===== config.mk =====
export PLATFORM = sky130hd
export DESIGN_NAME = uart_rx_buffer
export DESIGN_NICKNAME = d
export VERILOG_FILES = /design/src/rtl/uart_rx_buffer.sv
export SDC_FILE = /design/constraint.sdc
export NUM_CORES = 1
export LEC_CHECK = 0
export CORE_AREA = 4 4 109 111
export DETAILED_ROUTE_END_ITERATION = 7
export DIE_AREA = 0 0 113 115
export DONT_BUFFER_PORTS = 1
export PLACE_DENSITY_LB_ADDON = 0.2
export SKIP_CTS_REPAIR_TIMING = 1
export SLEW_MARGIN = 5
export SYNTH_ARGS = -nofsm -noshare
export SYNTH_HDL_FRONTEND = slang
export SYNTH_SLANG_ARGS = --single-unit

===== constraint.sdc =====
create_clock -name clk -period 4.06 [get_ports clk]
set_input_delay 0.609 -clock clk [delete_from_list [all_inputs] [get_ports clk]]
set_output_delay 0.609 -clock clk [all_outputs]
set_load 0.1 [all_outputs]

===== src/rtl/uart_rx_buffer.sv =====
// rtl/uart_rx_buffer.sv - FWFT byte FIFO behind a UART receiver with release handshake
module uart_rx_buffer #(
   parameter int DEPTH  = 16,
   parameter int ADDR_W = 4
) (
   input  logic              clk,
   input  logic              rst,
   input  logic [7:0]        rx_data,
   input  logic              rx_ready,
   output logic              rx_release,
   output logic [7:0]        rd_data,
   output logic              rd_valid,
   input  logic              rd_ready,
   output logic [ADDR_W:0]   count,
   output logic              overflow,
   input  logic              clear_overflow
);

   typedef enum logic {S_WAIT, S_DRAIN} state_t;

   localparam logic [ADDR_W:0] FULL_CNT = (ADDR_W+1)'(DEPTH);

   logic [7:0]        mem [DEPTH];
   state_t            state_q, state_d;
   logic [ADDR_W-1:0] wr_ptr_q, wr_ptr_d;
   logic [ADDR_W-1:0] rd_ptr_q, rd_ptr_d;
   logic [ADDR_W:0]   count_q, count_d;
   logic              rx_release_q, rx_release_d;
   logic              overflow_q, overflow_d;
   logic              full, push, pop, blocked;

   always_comb begin
      // Full uses the pre-edge count, so a same-edge pop never unblocks a push.
      full         = (count_q == FULL_CNT);
      push         = (state_q == S_WAIT) && rx_ready && !full;
      blocked      = (state_q == S_WAIT) && rx_ready && full;
      pop          = (count_q != '0) && rd_ready;

      state_d      = state_q;
      wr_ptr_d     = wr_ptr_q;
      rd_ptr_d     = rd_ptr_q;
      count_d      = count_q;
      rx_release_d = push;
      overflow_d   = overflow_q;

      if (push) begin
         state_d  = S_DRAIN;
         wr_ptr_d = wr_ptr_q + ADDR_W'(1);
      end else if (state_q == S_DRAIN && !rx_ready) begin
         state_d  = S_WAIT;
      end

      if (pop) rd_ptr_d = rd_ptr_q + ADDR_W'(1);

      if (push && !pop)      count_d = count_q + (ADDR_W+1)'(1);
      else if (pop && !push) count_d = count_q - (ADDR_W+1)'(1);

      if (blocked)             overflow_d = 1'b1;
      else if (clear_overflow) overflow_d = 1'b0;
   end

   always_ff @(posedge clk) begin
      if (rst) begin
         state_q      <= S_WAIT;
         wr_ptr_q     <= '0;
         rd_ptr_q     <= '0;
         count_q      <= '0;
         rx_release_q <= 1'b0;
         overflow_q   <= 1'b0;
      end else begin
         state_q      <= state_d;
         wr_ptr_q     <= wr_ptr_d;
         rd_ptr_q     <= rd_ptr_d;
         count_q      <= count_d;
         rx_release_q <= rx_release_d;
         overflow_q   <= overflow_d;
      end
   end

   // Storage is not reset; stale entries are unreachable once the pointers clear.
   always_ff @(posedge clk) begin
      if (!rst && push) mem[wr_ptr_q] <= rx_data;
   end

   assign rd_data    = mem[rd_ptr_q];
   assign rd_valid   = (count_q != '0);
   assign count      = count_q;
   assign rx_release = rx_release_q;
   assign overflow   = overflow_q;

endmodule


==> out/results.tsv, run 1 <==
metric	value	unit
PwrDens	698.5	nW/um^2
total negative setup slack	0	ns
FF-to-FF End	count[3]	
count of final max-slew check failures	0	
M3 GR Usage	6.368	%
starting density of the core	54.76	%
initial antenna violation count	0	
clk sinks	148	
drc violations	0	
met1 Use GR	24.84	%
final worst-path cycle share	86.48	%
Reg2Reg Depth	9	
clk buf depth	2	
startpoint type of the worst setup path	flop	
post-route minimum period	3.511	ns
status	completed	
P&R area growth vs syn	12.89	%
Die Wd	113	um
RSZ-0062 raised after global routing	false	
# IOs	29	
CP required	3.45	ns
Via density	5.872	
antenna viol nets, final	0	
fillcell total	787	
Final #Nets	363	
crit path capture type	output port	
WL per Instance	23.84	um
arrival time worst endpoint	2.90	ns
HP Start	rst	
crit path max fanout	18	
Peak Freq	284.8	MHz
DRT Wirelength	11750	um
measured slew at the worst slew-check pin	1.009	ns
core area	10790	um^2
Placed Area	6065	um^2
Leak	0.002222	uW
layout cell share with drive strength beyond 1	20.40	%
GR Util All Layers	20.10	%
Ys Warns	0	
final hold violation count	0	
initial DRC count	247	
cell taking the most area after synthesis	edfxtp_1	
synth cell count leaders	edfxtp_1, nor2_1, mux4_2	
CTS tree	built	
Antenna Cells	0	
largest net degree at the start of global routing	33	
max-cap violation count	0	
die area	13000	um^2
syn_nets	352	
final setup fails	0	
WS Path Type	flop to output port	
gr busiest metal	met2	
worst hold path stage count	1	
clk_skew	0.008926	ns
Synth area leaders	edfxtp_1, mux4_2, dfxtp_1	
Hold EP	count[2]	
vias in the first global route	3131	
synthesized instance count	329	
FP Rows	38	
IO buf count	0	
worst skew pair latency	0.53	ns
number of synthesized register bits	148	
post-synthesis cell area	5911	um^2
GPL Wtd Cong	0.7627	
grt ovf	0	
first-pass GRT wire length	18480	um
register area share after synthesis	71.80	%
R2R setup slack	1.30	ns
Worst-path clk slew	0.06	ns
Synth cell types	36	
dpl cells	461	
drt first pass iters	4	
Final Instance Area	6673	um^2
via count	2895	
syn avg cell area	17.97	um^2
Max VDD drop	0.4922	mV
CTS Root Cell	clkbuf_8	
Final Non-Filler Cells	493	
most common cell in the netlist	edfxtp_1	
Synth top area share	65.03	%
Rel. slew slack	33.02	%
DPL Wire Length	7172	um
Inserted Clock Buffers	17	
ys async rst share	0	%
Synth Flop Type	edfxtp_1	
HP Class	primary input to flop	
worst reg2reg path startpoint	count[0]	
CTS H-tree lvls	4	
Chip Height	115	um
met2 Track Usage GR	32.90	%
Post-synth EDFFs	128	
-- cell families after synthesis --
| group | after synthesis | share of synthesized area [%] |
|---|---|---|
| AND/OR/NAND/NOR | 76 | 6.330 |
| buffers and inverters | 22 | 1.926 |
| multiplexers | 36 | 12.89 |
| adder cells (fa/ha/maj) | 10 | 2.244 |
| AO/OA/AOI/OAI | 29 | 3.620 |
| flip-flops | 148 | 71.80 |
| XOR/XNOR | 8 | 1.185 |
-- cell type report --
class | count | area [um^2] | share of cell area (%)
Clock buffer | 18 | 417.9 | 6.263
Clock inverter | 14 | 190.2 | 2.850
Inverter | 7 | 26.28 | 0.3938
Multi-Input combinational cell | 159 | 1553 | 23.27
Sequential cell | 148 | 4245 | 63.62
Tap cell | 140 | 175.2 | 2.625
Timing Repair Buffer | 7 | 65.06 | 0.9751
-- placed cells by master (no fill, tap or decap), types with 5 or more instances in the layout --
| cell | count |
|---|---|
| nand2_1 | 16 |
| dfxtp_1 | 19 |
| edfxtp_1 | 128 |
| nor2b_1 | 5 |
| and3_1 | 9 |
| mux4_2 | 32 |
| clkinv_2 | 5 |
| a22oi_1 | 16 |
| bufinv_16 | 5 |
| clkbuf_16 | 16 |
| buf_4 | 6 |
| xor2_1 | 5 |
| nor2_1 | 33 |
| inv_1 | 7 |
| ha_1 | 9 |
| a21oi_1 | 6 |
-- critical path, stage by stage (launching register included) --
cell	delay (ns)
dfxtp_2	0.75
buf_12	0.26
mux4_2	0.50
a22oi_1	0.24
nand2_1	0.60
-- per-layer routing --
metal | vias up | part of all wire (%) | wire (um)
li1 | 1323 | - | -
met2 | 88 | 51 | 5936
met5 | - | 0 | 0
met1 | 1468 | 39 | 4615
met4 | 0 | 2.0 | 231
met3 | 16 | 8.3 | 971
-- state kept, by name (all words and copies together), names as in the netlist, named ones only --
| register | flops |
|---|---|
| count | 5 |
| mem | 128 |
| rx_release | 1 |
| overflow | 1 |
| rd_ptr_q | 4 |
| state_q | 1 |
| wr_ptr_q | 4 |
-- worst max-delay path by stage --
stage,slack (ns),from,endpoint,depth (start not counted)
6_report,0.55,flop,rd_data[1],4
5_1_grt,0.36,flop,rd_data[0],4
2_1_floorplan,0.96,count[4],count[4],8
3_5_place_dp,1.05,flop,rd_data[0],4
4_1_cts,0.48,flop,rd_data[0],4
3_3_place_gp,1.05,flop,rd_data[1],4
-- through the flow --
stage          util (%)  total power, uW  setup slack (ns)  hold WS [ns]
2_1_floorplan         -             2942            0.9582        0.4824
3_3_place_gp      56.19             3082             1.055        0.4899
3_5_place_dp      56.19             3107             1.049        0.5001
4_1_cts           61.82             4709            0.4774        0.1192
5_1_grt           61.82             4866            0.3634        0.1150
6_report          61.82             4661            0.5490        0.1464
-- report_power, final --
group	internal [uW]	switching, uW
Combinational	423	810
Sequential	1710	110
Clock	1040	560
Total	3180	1480
(Power assumes the default switching activity.)
==> run 2: changes to the inputs <==
--- a/config.mk
+++ b/config.mk
@@ -9,6 +9,7 @@
 export DETAILED_ROUTE_END_ITERATION = 7
 export DIE_AREA = 0 0 113 115
 export DONT_BUFFER_PORTS = 1
+export MAX_ROUTING_LAYER = met4
 export PLACE_DENSITY_LB_ADDON = 0.2
 export SKIP_CTS_REPAIR_TIMING = 1
 export SLEW_MARGIN = 5
==> run 2 against run 1 <==
Effect of this change: sequential share of layout area stayed put; clock power about the same; hold slack about the same; sequential power about the same; die area stayed put; via count down 0.38%; cell count did not move; clock skew about the same; combinational power barely moved; register-to-register slack about the same; count of clock-buffer cells in the layout unchanged; first-iteration DRC count down 9.3%; critical endpoint unchanged.
==> out/results.tsv, run 2 (synthesis gave the netlist of run 1 again) <==
metric	value	unit
IO buf count	0	
worst skew pair latency	0.53	ns
WS Path Type	flop to output port	
fin util	61.82	%
commonest cells after routing, fill and taps aside	edfxtp_1, nor2_1, mux4_2	
R2R setup slack	1.29	ns
starting density of the core	54.76	%
CTS H-tree lvls	4	
initial DRC count	224	
Worst-path clk slew	0.06	ns
Rel. slew slack	30.74	%
slowest CP cell	dfxtp_2	
Max VDD drop	0.4922	mV
initial antenna violation count	0	
clk buf depth	2	
RSZ-0062 raised after global routing	false	
Hold Slack	0.1459	ns
worst reg2reg path startpoint	count[0]	
grt ovf	0	
P_int	3180	uW
GR Util All Layers	20.74	%
Final Instance Area	6673	um^2
drt first pass iters	5	
Placed Area	6065	um^2
most common cell after layout, fill and taps aside	edfxtp_1	
status	completed	
drc violations	0	
clk_skew	0.008722	ns
worst path cell trace	buf_12, mux4_2, a22oi_1, nand2_1	
GPL Wtd Cong	0.7727	
antenna viol nets, final	0	
CTS tree	built	
CTS Root Cell	clkbuf_8	
max reg flops	128	
worst hold path stage count	1	
count of final max-slew check failures	0	
arrival time worst endpoint	2.90	ns
Inserted Clock Buffers	17	
core area	10790	um^2
HP Class	primary input to flop	
Top reg by flops	mem	
Net Sw Frac	31.73	%
Hold EP	count[2]	
Reg2Reg Depth	8	
power after layout	4657	uW
FF-to-FF End	count[4]	
final worst-path cycle share	86.46	%
fillcell total	787	
# IOs	29	
Via density	5.850	
first-pass GRT wire length	18460	um
crit path max fanout	18	
largest net degree at the start of global routing	33	
P_sw	1478	uW
Antenna Cells	0	
max-cap violation count	0	
Clk pwr share	34.4	%
final setup fails	0	
WL per Instance	23.64	um
Leak	0.002222	uW
layout cell share with drive strength beyond 1	20.40	%
Peak Freq	284.9	MHz
CP max stage delay	0.75	ns
die area	13000	um^2
CP required	3.45	ns
Chip Height	115	um
crit path capture type	output port	
Die Wd	113	um
vias in the first global route	3125	
via count	2884	
post-route minimum period	3.510	ns
HP Start	rst	
final hold violation count	0	
FP Rows	38	
Reg power frac	39.1	%
P&R area growth vs syn	12.89	%
Final #Nets	363	
clk sinks	148	
Comb power frac	26.5	%
DRT Wirelength	11650	um
measured slew at the worst slew-check pin	1.035	ns
DPL Wire Length	7172	um
PwrDens	698.0	nW/um^2
total negative setup slack	0	ns
startpoint type of the worst setup path	flop	
run 2: cell counts in the layout (fill, tap and decap cells not counted):
Identical to the previous run, type by type.
run 2: layout make-up:
class | instances | area (um^2) | share of cell area, %
clock buffer | 18 | 417.9 | 6.263
clock inverter | 14 | 190.2 | 2.850
inverter | 7 | 26.28 | 0.3938
multi-input combinational | 159 | 1553 | 23.27
sequential | 148 | 4245 | 63.62
tap | 140 | 175.2 | 2.625
timing repair buffer | 7 | 65.06 | 0.9751
run 2: power by group through the flow:
stage | sequential, uW | combinational [uW] | clock (uW)
after detailed placement | 1860 | 1250 | 0
after global routing | 1840 | 1310 | 1710
after floorplan | 1920 | 1030 | 0
final | 1820 | 1230 | 1600
after global placement | 1860 | 1220 | 0
after CTS | 1830 | 1250 | 1630
run 2: how the worst max path moves through the flow:
stage / slack (ns) / from / end / cells after the start
global route: 0.36 / flop / rd_data[0] / 4
floorplan: 0.96 / count[4] / count[4] / 8
CTS: 0.48 / flop / rd_data[0] / 4
detailed placement: 1.05 / flop / rd_data[0] / 4
finish: 0.55 / flop / rd_data[1] / 4
global placement: 1.05 / flop / rd_data[1] / 4
run 2: stage by stage:
stage	setup WS (ns)	std cells
2_1_floorplan	0.9582	329
3_3_place_gp	1.055	461
3_5_place_dp	1.049	461
4_1_cts	0.4774	493
5_1_grt	0.3575	493
6_report	0.5496	493
run 2: worst max-delay path: cells and delay by family (launching register included):
kind,cells,cell delay [ns]
flops,1,0.75
mux,1,0.50
buf+inv,1,0.26
compound gates,1,0.24
simple gates,1,0.60
run 2: per-layer routing:
metal	wire length, um	track usage, %	up-vias
met3	937	6.368	14
li1	-	-	1322
met1	4556	24.95	1451
met5	0	-	-
met2	5987	32.78	97
met4	172	8.894	0
==> run 3: changes to the inputs <==
--- a/config.mk
+++ b/config.mk
@@ -5,10 +5,10 @@
 export SDC_FILE = /design/constraint.sdc
 export NUM_CORES = 1
 export LEC_CHECK = 0
+export BUFFER_PORTS_ARGS = -buffer_cell sky130_fd_sc_hd__buf_2
 export CORE_AREA = 4 4 109 111
 export DETAILED_ROUTE_END_ITERATION = 7
 export DIE_AREA = 0 0 113 115
-export DONT_BUFFER_PORTS = 1
 export MAX_ROUTING_LAYER = met4
 export PLACE_DENSITY_LB_ADDON = 0.2
 export SKIP_CTS_REPAIR_TIMING = 1
==> run 3 against run 2 <==
Effect of this change: via count increased by 1.2%; register-to-register slack got worse by 0.05 ns; clock skew increased by 0.0025 ns; cell count increased by 4.7%; critical endpoint is now rd_data[5]; highest routed layer unchanged; maximum frequency increased by 7.6%; first-iteration DRC count increased by 8.5%.
==> out/results.tsv, run 3 (synthesis gave the netlist of run 1 again) <==
metric	value	unit
Final Non-Filler Cells	516	
Leak	0.002304	uW
total negative setup slack	0	ns
crit path capture type	output port	
clk_skew	0.01122	ns
CP required	3.45	ns
clk buf depth	2	
clk sinks	148	
Max VDD drop	0.5669	mV
post-route minimum period	3.261	ns
DRT Wirelength	10950	um
FP Rows	38	
fillcell total	752	
crit path max fanout	32	
max reg flops	128	
count of final max-slew check failures	0	
GPL Wtd Cong	0.7979	
CTS H-tree lvls	4	
core area	10790	um^2
DPL Wire Length	6663	um
area occupied by multi-input gates	1553	um^2
drc violations	0	
# IOs	29	
CP max stage delay	0.59	ns
Rel. slew slack	37.65	%
initial DRC count	243	
arrival time worst endpoint	2.65	ns
startpoint type of the worst setup path	flop	
Final #Nets	386	
final setup fails	0	
Reg area	4245	um^2
vias in the first global route	3165	
max-cap violation count	0	
worst path cell trace	buf_4, mux4_2, a22oi_1, nand2_1, buf_2	
Placed Area	6155	um^2
Inserted Clock Buffers	17	
Peak Freq	306.6	MHz
final hold violation count	0	
Top reg by flops	mem	
RSZ-0062 raised after global routing	false	
CTS tree	built	
first-pass GRT wire length	17820	um
Via density	5.659	
die area	13000	um^2
HP Class	primary input to flop	
slowest CP cell	mux4_2	
Antenna Cells	0	
status	completed	
starting density of the core	54.76	%
Die Wd	113	um
WL per Instance	21.23	um
GR Util All Layers	19.57	%
final worst-path cycle share	80.33	%
measured slew at the worst slew-check pin	0.9318	ns
Final Instance Area	6764	um^2
PwrDens	697.5	nW/um^2
worst skew pair latency	0.52	ns
antenna viol nets, final	0	
via count	2920	
drt first pass iters	5	
Worst-path clk slew	0.06	ns
Chip Height	115	um
dpl cells	484	
IO buf count	28	
grt ovf	0	
layout cell share with drive strength beyond 1	25.00	%
most common cell after layout, fill and taps aside	edfxtp_1	
commonest cells after routing, fill and taps aside	edfxtp_1, nor2_1, mux4_2	
P&R area growth vs syn	14.44	%
CTS Root Cell	clkbuf_8	
initial antenna violation count	0	
fin util	62.67	%
largest net degree at the start of global routing	33	
WS Path Type	flop to output port	
[run 3: final timing paths]
kind             from    endpoint  slack, ns  depth (start not counted)
max              flop  rd_data[5]       0.80                          5
min          rx_ready     state_q       0.37                          2
max reg2reg  count[0]    count[4]       1.24                          8
min reg2reg  overflow    overflow       0.51                          2
[run 3: worst max-delay path: cells and delay by family, from the launching register on]
family          cells  cell delay (ns)
buf+inv             2             0.81
flops               1             0.31
simple gates        1             0.13
compound gates      1             0.27
mux                 1             0.59
[run 3: final cells by class]
class                      count  area share [%]
clock inverter                13           2.775
timing repair buffer          30           2.294
multi-input combinational    159           22.96
inverter                       7          0.3885
sequential                   148           62.76
clock buffer                  19           6.234
tap                          140           2.590
[run 3: per-layer routing]
metal  wire length, um  GRT usage (%)  up-vias
met5                 0              -        -
met4               147          7.131        0
met3               709          5.316       13
met2              5544          30.37       91
met1              4553          25.12     1455
li1                  -              -     1361
[run 3: where the power goes]
group	switching (uW)	internal, uW	total [uW]
Sequential	57.1	1710	1770
Clock	565	1050	1610
Combinational	899	439	1340
[run 3: through the flow]
step / hold slack (ns) / power (uW) / worst slack, ns
after floorplan: 0.4824 / 2942 / 0.9582
after global placement: 0.4779 / 3142 / 1.283
after detailed placement: 0.4933 / 3154 / 1.211
after CTS: 0.3399 / 4773 / 0.6865
after global routing: 0.3475 / 4945 / 0.5913
final: 0.3741 / 4718 / 0.7987
